===== config.mk =====
export PLATFORM = sky130hd
export DESIGN_NAME = fetch_stage
export DESIGN_NICKNAME = d
export VERILOG_FILES = /design/src/rtl/fetch_stage.sv
export SDC_FILE = /design/constraint.sdc
export NUM_CORES = 1
export LEC_CHECK = 0
export ABC_AREA = 0
export CORE_ASPECT_RATIO = 0.5
export CORE_MARGIN = 1
export CORE_UTILIZATION = 30
export CTS_CLUSTER_DIAMETER = 50
export DETAILED_ROUTE_END_ITERATION = 10
export GPL_TIMING_DRIVEN = 0
export PLACE_DENSITY = 0.61
export SLEW_MARGIN = 25
export SYNTH_ARGS = -nofsm -noshare
export SYNTH_HDL_FRONTEND = slang
export SYNTH_SLANG_ARGS = --single-unit

===== constraint.sdc =====
create_clock -name clk -period 5.75 [get_ports clk]
set_input_delay 1.15 -clock clk [delete_from_list [all_inputs] [get_ports clk]]
set_output_delay 1.15 -clock clk [all_outputs]
set_load 0.01 [all_outputs]

===== src/rtl/fetch_stage.sv =====
// ---------------------------------------------------------------------------
// fetch_stage
//
// Instruction fetch stage sitting directly in front of the instruction
// memory. Owns the program counter, presents it to the memory as the read
// address, and captures the returned word into the IF/ID pipeline register.
// Handles sequential/redirect next-PC selection, hazard stall, flush
// squashing, fetch-range checking and a saturating fetched-instruction count.
//
// Ports:
//   clk            rising-edge clock
//   rst            synchronous active-high reset
//   stall          hold PC and IF/ID
//   flush          squash the IF/ID slot (bubble)
//   redirect_valid taken branch/jump from a later stage
//   redirect_pc    redirect target (low two bits flag a misalignment)
//   imem_pc        instruction memory byte address (= PC register)
//   imem_instr     combinational instruction word for imem_pc
//   ifid_valid     IF/ID holds a real instruction
//   ifid_pc        PC of the IF/ID instruction
//   ifid_pc_plus4  ifid_pc + 4
//   ifid_instr     captured instruction word
//   fetch_err      sticky misaligned-redirect / out-of-range flag
//   fetch_count    saturating count of valid IF/ID writes
// ---------------------------------------------------------------------------
module fetch_stage #(
    parameter logic [31:0] RESET_PC   = 32'h0000_0000,
    parameter int unsigned IMEM_BYTES = 256
) (
    input  logic        clk,
    input  logic        rst,
    input  logic        stall,
    input  logic        flush,
    input  logic        redirect_valid,
    input  logic [31:0] redirect_pc,
    output logic [31:0] imem_pc,
    input  logic [31:0] imem_instr,
    output logic        ifid_valid,
    output logic [31:0] ifid_pc,
    output logic [31:0] ifid_pc_plus4,
    output logic [31:0] ifid_instr,
    output logic        fetch_err,
    output logic [31:0] fetch_count
);

    localparam logic [31:0] LAST_PC   = 32'(IMEM_BYTES - 4);
    localparam logic [31:0] COUNT_MAX = 32'hFFFF_FFFF;

    // Registered state
    logic [31:0] pcReg;
    logic        ifidValidReg;
    logic [31:0] ifidPcReg;
    logic [31:0] ifidPcPlus4Reg;
    logic [31:0] ifidInstrReg;
    logic        fetchErrReg;
    logic [31:0] fetchCountReg;

    // Next-state values
    logic [31:0] pcNext;
    logic        ifidValidNext;
    logic [31:0] ifidPcNext;
    logic [31:0] ifidPcPlus4Next;
    logic [31:0] ifidInstrNext;
    logic        fetchErrNext;
    logic [31:0] fetchCountNext;

    logic        rangeOk;
    logic        misalignedRedirect;
    logic [31:0] pcPlus4;

    assign rangeOk            = (pcReg <= LAST_PC) && (pcReg[1:0] == 2'b00);
    assign misalignedRedirect = (redirect_pc[1:0] != 2'b00);
    assign pcPlus4            = pcReg + 32'd4;

    // Priority: redirect > stall > normal fetch.
    always_comb begin
        pcNext          = pcReg;
        ifidValidNext   = ifidValidReg;
        ifidPcNext      = ifidPcReg;
        ifidPcPlus4Next = ifidPcPlus4Reg;
        ifidInstrNext   = ifidInstrReg;
        fetchErrNext    = fetchErrReg;
        fetchCountNext  = fetchCountReg;

        if (redirect_valid) begin
            // The word at the old PC is on the wrong path: drop it, leave
            // the IF/ID data fields as they were.
            pcNext        = {redirect_pc[31:2], 2'b00};
            ifidValidNext = 1'b0;
            if (misalignedRedirect) begin
                fetchErrNext = 1'b1;
            end
        end else if (stall) begin
            if (flush) begin
                ifidValidNext = 1'b0;
            end
        end else if (rangeOk) begin
            ifidPcNext      = pcReg;
            ifidPcPlus4Next = pcPlus4;
            ifidInstrNext   = imem_instr;
            ifidValidNext   = ~flush;
            pcNext          = pcPlus4;
            if (!flush && (fetchCountReg != COUNT_MAX)) begin
                fetchCountNext = fetchCountReg + 32'd1;
            end
        end else begin
            // PC left the legal window: stop fetching here and park the PC
            // until a redirect or reset moves it.
            ifidValidNext = 1'b0;
            fetchErrNext  = 1'b1;
        end
    end

    always_ff @(posedge clk) begin
        if (rst) begin
            pcReg          <= RESET_PC;
            ifidValidReg   <= 1'b0;
            ifidPcReg      <= 32'd0;
            ifidPcPlus4Reg <= 32'd0;
            ifidInstrReg   <= 32'd0;
            fetchErrReg    <= 1'b0;
            fetchCountReg  <= 32'd0;
        end else begin
            pcReg          <= pcNext;
            ifidValidReg   <= ifidValidNext;
            ifidPcReg      <= ifidPcNext;
            ifidPcPlus4Reg <= ifidPcPlus4Next;
            ifidInstrReg   <= ifidInstrNext;
            fetchErrReg    <= fetchErrNext;
            fetchCountReg  <= fetchCountNext;
        end
    end

    assign imem_pc       = pcReg;
    assign ifid_valid    = ifidValidReg;
    assign ifid_pc       = ifidPcReg;
    assign ifid_pc_plus4 = ifidPcPlus4Reg;
    assign ifid_instr    = ifidInstrReg;
    assign fetch_err     = fetchErrReg;
    assign fetch_count   = fetchCountReg;

endmodule


Word-level counts from Yosys, hierarchy flattened:

Index checks and enable logic that the tools add are counted.

* output and inout bits: 162
* bits of input ports: 69
* word-level logic and storage cells: 41
* register bits: 162

* equality and inequality tests: 5
* add/subtract/negate cells: 2
* bitwise operators: 3
* reductions and logical operators: 12
* muxes and demuxes: 10
* order comparisons: 1

Operators with widths (count)
* $mux 32: 3
* $add 32x1->32 const B: 1
* $add 32x3->32 const B: 1
* $le 32x8->1 const B: 1
* $ne 32x32->1 const B: 1
* $mux 1: 7
* $ne 2x1->1 const B: 3
* $reduce_and 3->1: 2
* $reduce_and 2->1: 2
* $reduce_and 4->1: 1
* $reduce_bool 2->1: 2
* $not 1->1: 3
* $logic_and 1x1->1: 2
* $logic_not 2->1: 1
* $ne 2x2->1 const B: 1
* $reduce_or 2->1: 1
* $logic_not 1->1: 1

Logic depth before layout (Yosys ltp):

Gate-level depths: netlist of the first run.

* depth after elaboration: 5
* gate-level depth with buffers: 8
* gate-level depth less buffers: 6

Worst setup path before layout of the first run:

No wires, ideal clock.

* kind: input to register
* start point: in redirect_valid
* end point: reg fetchCountReg[6], in the netlist fetch_count[6]
* arrival: 2.718 ns
* stages on the path: 6
* library setup time: 0.121 ns
* path buffers: 1
* slack: 2.911 ns
* data required time: 5.629 ns
* cells stage by stage: or3_1 > nor3_4 > nand2_2 > clkbuf_1 > nor4_1 > mux2_2

* longest elaborated chain between the ends: 2

Ends and longest elaborated chain
* start: declaration: RTL line 34 `input logic redirect_valid,`
* $not 1->1 (no line)
* $reduce_and 4->1 (no line)
* end signal: assignment: RTL line 130 `fetchCountReg <= fetchCountNext;`
* end: declaration: RTL line 56 `logic [31:0] fetchCountReg;`

Every way passes these cells.
A chain may end at the register's enable or synchronous reset.

Worst setup path after layout of the first run:

* start point: in stall
* end point: reg fetchCountReg[3], in the netlist fetch_count[3]

* longest elaborated chain between the ends: 2

Ends and longest elaborated chain
* start: declaration: RTL line 32 `input logic stall,`
* $not 1->1 (no line)
* $reduce_and 4->1 (no line)

Every way passes these cells.

==> results of run 1 <==
[power by group through the flow]
stage | combinational [mW] | sequential [mW] | clock (mW)
floorplan | 0.0632 | 1.14 | 0
global placement | 0.167 | 1.13 | 0
detailed placement | 0.169 | 1.13 | 0
CTS | 0.170 | 1.11 | 1.14
global route | 0.182 | 1.11 | 1.19
finish | 0.168 | 1.11 | 1.11
[cell usage in the layout (no fill, tap or decap), types with 3 or more instances in the layout]
master	count
sky130_fd_sc_hd__mux2_2	12
sky130_fd_sc_hd__or3_1	9
sky130_fd_sc_hd__xnor2_1	5
sky130_fd_sc_hd__xor2_1	4
sky130_fd_sc_hd__dfxtp_1	156
sky130_fd_sc_hd__clkinv_4	4
sky130_fd_sc_hd__nand4_1	9
sky130_fd_sc_hd__nor3_1	6
sky130_fd_sc_hd__nand4b_1	3
sky130_fd_sc_hd__clkbuf_16	17
sky130_fd_sc_hd__buf_1	3
sky130_fd_sc_hd__nand2_1	96
sky130_fd_sc_hd__conb_1	6
sky130_fd_sc_hd__o21ai_0	8
sky130_fd_sc_hd__inv_6	5
sky130_fd_sc_hd__a211oi_1	10
sky130_fd_sc_hd__nor4_1	19
sky130_fd_sc_hd__or4_1	14
sky130_fd_sc_hd__mux2i_1	25
sky130_fd_sc_hd__o31ai_1	13
sky130_fd_sc_hd__buf_2	5
sky130_fd_sc_hd__a21oi_1	58
sky130_fd_sc_hd__clkdlybuf4s50_1	223
sky130_fd_sc_hd__buf_4	9
sky130_fd_sc_hd__nand3_1	17
sky130_fd_sc_hd__nor2b_1	11
sky130_fd_sc_hd__and3_1	52
sky130_fd_sc_hd__clkbuf_1	35
sky130_fd_sc_hd__nor2_1	54
sky130_fd_sc_hd__inv_1	7
[cell type report]
| type | instances | area share, % |
|---|---|---|
| Timing Repair Buffer | 223 | 24.4 |
| Multi-Input combinational cell | 451 | 28.6 |
| Sequential cell | 156 | 34.1 |
| Inverter | 7 | 0.287 |
| Clock buffer | 19 | 4.94 |
| Clock inverter | 13 | 1.41 |
| Tap cell | 266 | 3.63 |
| Buffer | 53 | 2.69 |
[synth_stat cells, types with 7 or more instances]
cell                       count
sky130_fd_sc_hd__o31ai_1      13
sky130_fd_sc_hd__a21oi_1      58
sky130_fd_sc_hd__a211oi_1     10
sky130_fd_sc_hd__nand4_1       9
sky130_fd_sc_hd__mux2_2       12
sky130_fd_sc_hd__o21ai_0       8
sky130_fd_sc_hd__mux2i_1      25
sky130_fd_sc_hd__or3_1         9
sky130_fd_sc_hd__nor2b_1      11
sky130_fd_sc_hd__or4_1        14
sky130_fd_sc_hd__nand3_1      17
sky130_fd_sc_hd__buf_4         9
sky130_fd_sc_hd__nor2_1       54
sky130_fd_sc_hd__dfxtp_1     156
sky130_fd_sc_hd__clkbuf_1     35
sky130_fd_sc_hd__inv_1         7
sky130_fd_sc_hd__and3_1       52
sky130_fd_sc_hd__nor4_1       19
sky130_fd_sc_hd__nand2_1      96
[sequential cells by signal, indices dropped and copies added (netlist names)]
register and flops:
fetch_count 32, fetch_err 1, ifid_instr 32, ifid_pc 30, ifid_pc_plus4 30, ifid_valid 1
imem_pc 30
[final timing paths]
check	from	to	slack (ns)	cells past startpoint
setup / recovery	stall	fetch_count[3]$_SDFFE_PP0P_	2.42	8
hold / removal	ifid_instr[3]$_SDFFE_PP0P_	ifid_instr[3]$_SDFFE_PP0P_	0.45	2
setup reg to reg	imem_pc[15]$_SDFFE_PP0P_	fetch_count[3]$_SDFFE_PP0P_	3.08	8
hold reg to reg	ifid_instr[3]$_SDFFE_PP0P_	ifid_instr[3]$_SDFFE_PP0P_	0.45	2
[layer usage]
| metal | wire length [um] | vias to the layer above |
|---|---|---|
| met3 | 722 | 15 |
| met5 | 0 | - |
| met2 | 9400 | 100 |
| met4 | 222 | 0 |
| met1 | 8900 | 2703 |
| li1 | - | 2815 |
[metrics by stage]
step	hold slack (ns)	power (mW)	instances	utilization (%)	instance area, um^2
4_1_cts	0.457	2.42	1188	47.0	9160
3_3_place_gp	0.442	1.30	1156	44.0	8580
5_1_grt	0.473	2.48	1188	47.0	9160
3_5_place_dp	0.447	1.30	1156	44.0	8580
2_1_floorplan	0.481	1.20	667	-	6010
6_report	0.452	2.39	1188	47.0	9160
[critical path, cell delays in order]
cell and delay [ns]:
sky130_fd_sc_hd__clkdlybuf4s50_1 0.53, sky130_fd_sc_hd__or3_1 0.40, sky130_fd_sc_hd__nor3_4 0.30, sky130_fd_sc_hd__nand2_2 0.21
sky130_fd_sc_hd__clkbuf_1 0.28, sky130_fd_sc_hd__clkbuf_1 0.32, sky130_fd_sc_hd__o31ai_1 0.33, sky130_fd_sc_hd__a21oi_1 0.09
[kinds of logic (layout without fill, tap and decap cells)]
family          Yosys count  count (layout)
compound gates           96              96
flops                   156             156
fa+ha+maj                 2               2
buf+inv                  60             315
xor+xnor                  9               9
other cells               1               6
simple gates            301             301
mux                      37              37
==> results.md, run 1 <==
Synthesis:
- The average instance in the mapped netlist occupies 9.06 um^2.
- After synthesis, the cell types taking the most area are sky130_fd_sc_hd__dfxtp_1, sky130_fd_sc_hd__nand2_1, sky130_fd_sc_hd__and3_1.
- The proportion of netlist area held by the largest area contributor is 52.1%.
- The synthesized design contains 0 enable-type register cells.
- The combined area of all synthesized cells is 6000 um^2.
- The share of synthesized area occupied by flip-flops and latches is 52.1%.
- The biggest area contributor in the post-synthesis netlist is sky130_fd_sc_hd__dfxtp_1.
- By area, the combinational part of the netlist is dominated by simple AND/OR/NAND/NOR gates.
- The basic-gate share of the synthesized area counting and, or, nand and nor cells is 25.7%.
- The number of different library cells used by synthesis comes to 43.
- The fraction of synthesized cell area in xor and xnor cells is 1.31%.
- The number of warnings reported in the yosys synthesis log is 0.
- The share of synthesized registers carrying an async set or reset is 0%.
- The flip-flop and latch count after synthesis is 156.
- Synthesis produced a netlist whose cell count is 662.
- For this run, the leading register cell type out of synthesis is sky130_fd_sc_hd__dfxtp_1.
- The portion of synthesized area spent on multiplexers is 6.43%.
- The synthesized netlist devotes 9.43% of its cell area to compound gates.
- The adder and majority cell fraction of the synthesized area is 0.417%.

Global route:
- The global routing usage summed across all routing layers is 18.5%.
- The via count of the first global-routing pass is 5345.
- The first global-routing pass estimated 29800 um of wire.
- The global routing usage on met3 is 4.27%.
- Global routing finished with a remaining overflow of 0.
- For this run, global-route usage on met1 was measured as 23.8%.
- The maximum number of pins on one net before global-route repair is 17.
- met2 is the most crowded layer.
- The global routing usage on met2 is 31.7%.
- The initial antenna violation count is 0.

Pwr:
- Power spread over the standard cell area amounts to 261 nW/um^2.
- The portion of total power attributed to combinational logic is 7.0%.
- The part of the power in the clock network is 46.6%.
- The maximum vdd drop is 0.000192 V.
- The sequential share of power is 46.4%.
- The leakage component of the power is 3.41 nW.
- The switching power of the nets is 0.576 mW.
- The internal portion of the total power is 1.82 mW.
- Net switching is 24.1% of the power.

Placed design:
- The post-placement worst setup slack is 2.02 ns.
- The global placement routability congestion is 0.842.
- The port buffer count is 223.
- Once detailed placement completed, the half-perimeter wirelength came to 14200 um.

Layout:
- In the final layout, flip-flops and latches occupy 3120 um^2.
- The number of antenna diodes in the final layout is 0.
- The total number of nets in the final design is 980.
- The multi-input combinational cells in the finished layout cover a total of 2620 um^2.
- The fraction of layout instances using a drive strength above 1 is 7.05%.
- The signed area change from the synthesized netlist to the final layout is 52.8%.
- The fill cell instance count of the final layout is 1893.

CTS:
- TritonCTS built the clock tree.
- The H-tree generated during clock tree synthesis spans 4 levels.
- The clock net sink count is 156.
- The number of post-CTS setup repair buffers is 0.
- After clock tree synthesis, the clock-pin slew on the worst setup and hold paths is 0.06 ns.
- The clock network latency to the later pin of the worst-skew pair is 0.42 ns.
- The number of gates resized after CTS was 0.
- The clock buffer count from CTS is 17.
- After clock tree synthesis, the flow added hold-fix buffers numbering 0.
- The clock root buffer is sky130_fd_sc_hd__clkbuf_16.
- The number of buffers on the longest clock path is 2.

STA:
- For this run, the top clock speed supported by timing is 300 MHz.
- The number of max-slew violations in the final report is 0.
- The post-route worst setup slack is 2.42 ns.
- The total count of hold-check failures in the final report is 0.
- After routing, the total negative slack on setup checks comes to 0 ns.
- The clock skew is 0.00905 ns.
- In the finished design, the share of the clock period the worst path needs comes to 58.0%.
- In this run the tightest slew margin relative to its limit is 38.8%.
- For the pin with the worst max-slew slack, the measured transition is 0.910 ns.
- Setup repair after global routing left no endpoint under its margin.
- Counting I/O delays and the setup requirement, the final critical path takes 3.33 ns.
- Setup violations remaining at the end of the flow were counted as 0.

Setup path:
- The capturing element type of the critical path is a flop.
- Of all nets on the critical path, the largest fanout is 10.
- The category of the worst setup path launch point is a primary input.
- The critical path in this run is classified as in2reg.
- The data required time at the worst endpoint is 6.03 ns.
- The arrival time of data at the critical path endpoint is 3.61 ns.

Job:
- Across the run, the number of max-cap violations was 0.

Route:
- Once detail routing completed, the nets flagged for antenna violations numbered 0.
- Summing over every cut layer, the via total after detailed routing is 5633.
- The detailed router finished its first iteration with 281 violations.
- The per-cell via count in the routed design is 4.74.
- The routed length per placed instance is 16.2 um.
- The number of DRC violations after detailed routing is 0.
- The number of iterations in the first detailed-routing pass is 4.
- The total wire length after detailed routing is 19200 um.

Floorplan:
- The core area is 19500 um^2.
- The die covers 20600 um^2.
- The height of the die is 102 um.
- The width of the die is 202 um.
- Row generation in the floorplan step produced 36 rows.
- The top-level port count is 231.
- The initial core utilization is 30.7%.

Hold path:
- The path category of the worst min-delay check is reg2reg.

Outcome:
- The run finished with clean final reports.
Power figures use the tool's default switching activity.
==> run 2: changes to the inputs <==
==> constraint.sdc (replaced) <==
create_clock -name clk -period 3.45 [get_ports clk]
set_input_delay 0.69 -clock clk [delete_from_list [all_inputs] [get_ports clk]]
set_output_delay 0.69 -clock clk [all_outputs]
set_load 0.01 [all_outputs]
==> results of run 2 <==
The final DEF is identical to that of run 1. Status: complete, no violations.
Main changes from that run: setup slack after placement 2.02 ns -> 0.177 ns; setup slack after layout 2.42 ns -> 0.576 ns; register-to-register setup slack 3.08 ns -> 0.78 ns; total power 2.39 mW -> 3.99 mW; worst IR drop on VDD 0.000192 V -> 0.000320 V
==> patch: new RTL, config.mk and constraints of run 2 <==
Register the output `fetch_err` once more, without a reset; this adds one clock of latency there. The other outputs are not delayed to match.
--- a/src/rtl/fetch_stage.sv
+++ b/src/rtl/fetch_stage.sv
@@ -136,7 +136,9 @@
     assign ifid_pc       = ifidPcReg;
     assign ifid_pc_plus4 = ifidPcPlus4Reg;
     assign ifid_instr    = ifidInstrReg;
-    assign fetch_err     = fetchErrReg;
+    always_ff @(posedge clk) begin
+        fetch_err <= fetchErrReg;
+    end
     assign fetch_count   = fetchCountReg;
 
 endmodule
Formal check against the unedited RTL: not equivalent (Yosys sat finds a counterexample within 4 cycles, from zero or initial values and one cycle with rst high).
==> patch against run 2 <==
Clock skew grew 0.96 ps; final area grew 0.64%; cell count is essentially flat; sequential cell count grew 1; wire length shrank 1.3%; power grew 4.2%; maximum frequency shrank 0.47%; sequential share of layout area is essentially flat; clock power grew 8%; core utilization grew 0.19 points; synthesized cell count grew 0.15%; area after synthesis grew 0.33%; setup slack lost 14 ps; largest cell class unchanged.
==> patch: results <==
{
  "run_status": "finished, final reports clean",
  "cts_max_level": 4,
  "final_cells": 1189,
  "ir_worst_vdd_mv": 0.2870,
  "clockBufferDepth": 2,
  "grt.met3_usage_pct": 3.954,
  "crit_arrival_ps": 3170,
  "grt_pass1_wl_microns": 29240,
  "routedWlPerCell_microns": 15.97,
  "vias": 5636,
  "drt_iter0_markers": 302,
  "yosys-top-cells-count": "dfxtp_1, nand2_1, a21oi_1",
  "p_leak_uw": 0.003448,
  "clock_skew_ps": 10.01,
  "place_ws_ps": 188.9,
  "setup_ws_ps": 562.4,
  "grt_pass1_vias": 5147,
  "synth.avg_cell_area_sq_um": 9.074,
  "gp_congestion": 0.7836,
  "ff2ff_setup_slack_ps": 730,
  "first_pass_iters": 5,
  "grt.met1_usage_pct": 24.29,
  "drive_above_1_share_pct": 7.042,
  "grt_use_met2_pct": 30.19,
  "yosys_warnings": 0,
  "tightestPinTransition_ps": 1017,
  "final_nets": 981,
  "grt_util_all_layers_pct": 18.28,
  "synth.distinct_cells": 43,
  "place_hpwl_microns": 14150,
  "seq_area_frac_synth_pct": 52.25,
  "synth_area_leaders": "dfxtp_1, nand2_1, and3_1, a21oi_1, mux2i_1"
}
==> patch: kinds of logic after synthesis <==
kind of cell | count (synthesis) | share of synthesized area (%)
other | 1 | 0.06234
buffers and inverters | 60 | 4.534
AND/OR/NAND/NOR | 301 | 25.62
flip-flops | 157 | 52.25
XOR/XNOR | 9 | 1.310
AO/OA/AOI/OAI | 96 | 9.401
adder cells (fa/ha/maj) | 2 | 0.4159
multiplexers | 37 | 6.406
==> patch: final timing paths <==
| check | start | to | depth (start not counted) |
|---|---|---|---|
| setup / recovery | stall | fetch_count[25]$_SDFFE_PP0P_ | 8 |
| hold / removal | fetchErrReg$_SDFFE_PP0P_ | fetch_err$_DFF_P_ | 0 |
| setup reg to reg | imem_pc[14]$_SDFFE_PP0P_ | fetch_count[25]$_SDFFE_PP0P_ | 8 |
| hold reg to reg | fetchErrReg$_SDFFE_PP0P_ | fetch_err$_DFF_P_ | 0 |
==> patch: area by class of cell <==
class | count | area [sq um]
Buffer | 53 | 246.5
Inverter | 7 | 26.28
Sequential cell | 157 | 3143
Tap cell | 266 | 332.8
Fill cell | 1910 | 10330
Multi-Input combinational cell | 451 | 2619
Clock buffer | 17 | 425.4
Clock inverter | 15 | 195.2
Timing Repair Buffer | 223 | 2232
==> patch: where the power goes <==
group | total [uW] | switching (uW) | internal (uW)
sequential | 1860 | 24.1 | 1840
clock | 2010 | 841 | 1170
combinational | 282 | 127 | 155
total | 4150 | 993 | 3160
==> patch: routing by layer <==
| metal | part of all wire [%] | vias to the layer above |
|---|---|---|
| met2 | 49 | 110 |
| met4 | 1.0 | 0 |
| met5 | 0 | - |
| met1 | 47 | 2703 |
| met3 | 3.4 | 12 |
| li1 | - | 2811 |
==> patch: critical path, stage by stage <==
cell             delay [ps]
clkdlybuf4s50_1         530
or3_1                   400
nor3_4                  340
nand2_2                 210
clkbuf_1                280
clkbuf_1                320
o31ai_1                 310
a21oi_1                  90
==> patch: stage by stage <==
stage	area, sq um	hold WS (ps)
finish	9220	354.0
global placement	8600	337.1
CTS	9220	356.2
detailed placement	8600	342.6
floorplan	6035	330.8
global route	9220	362.4
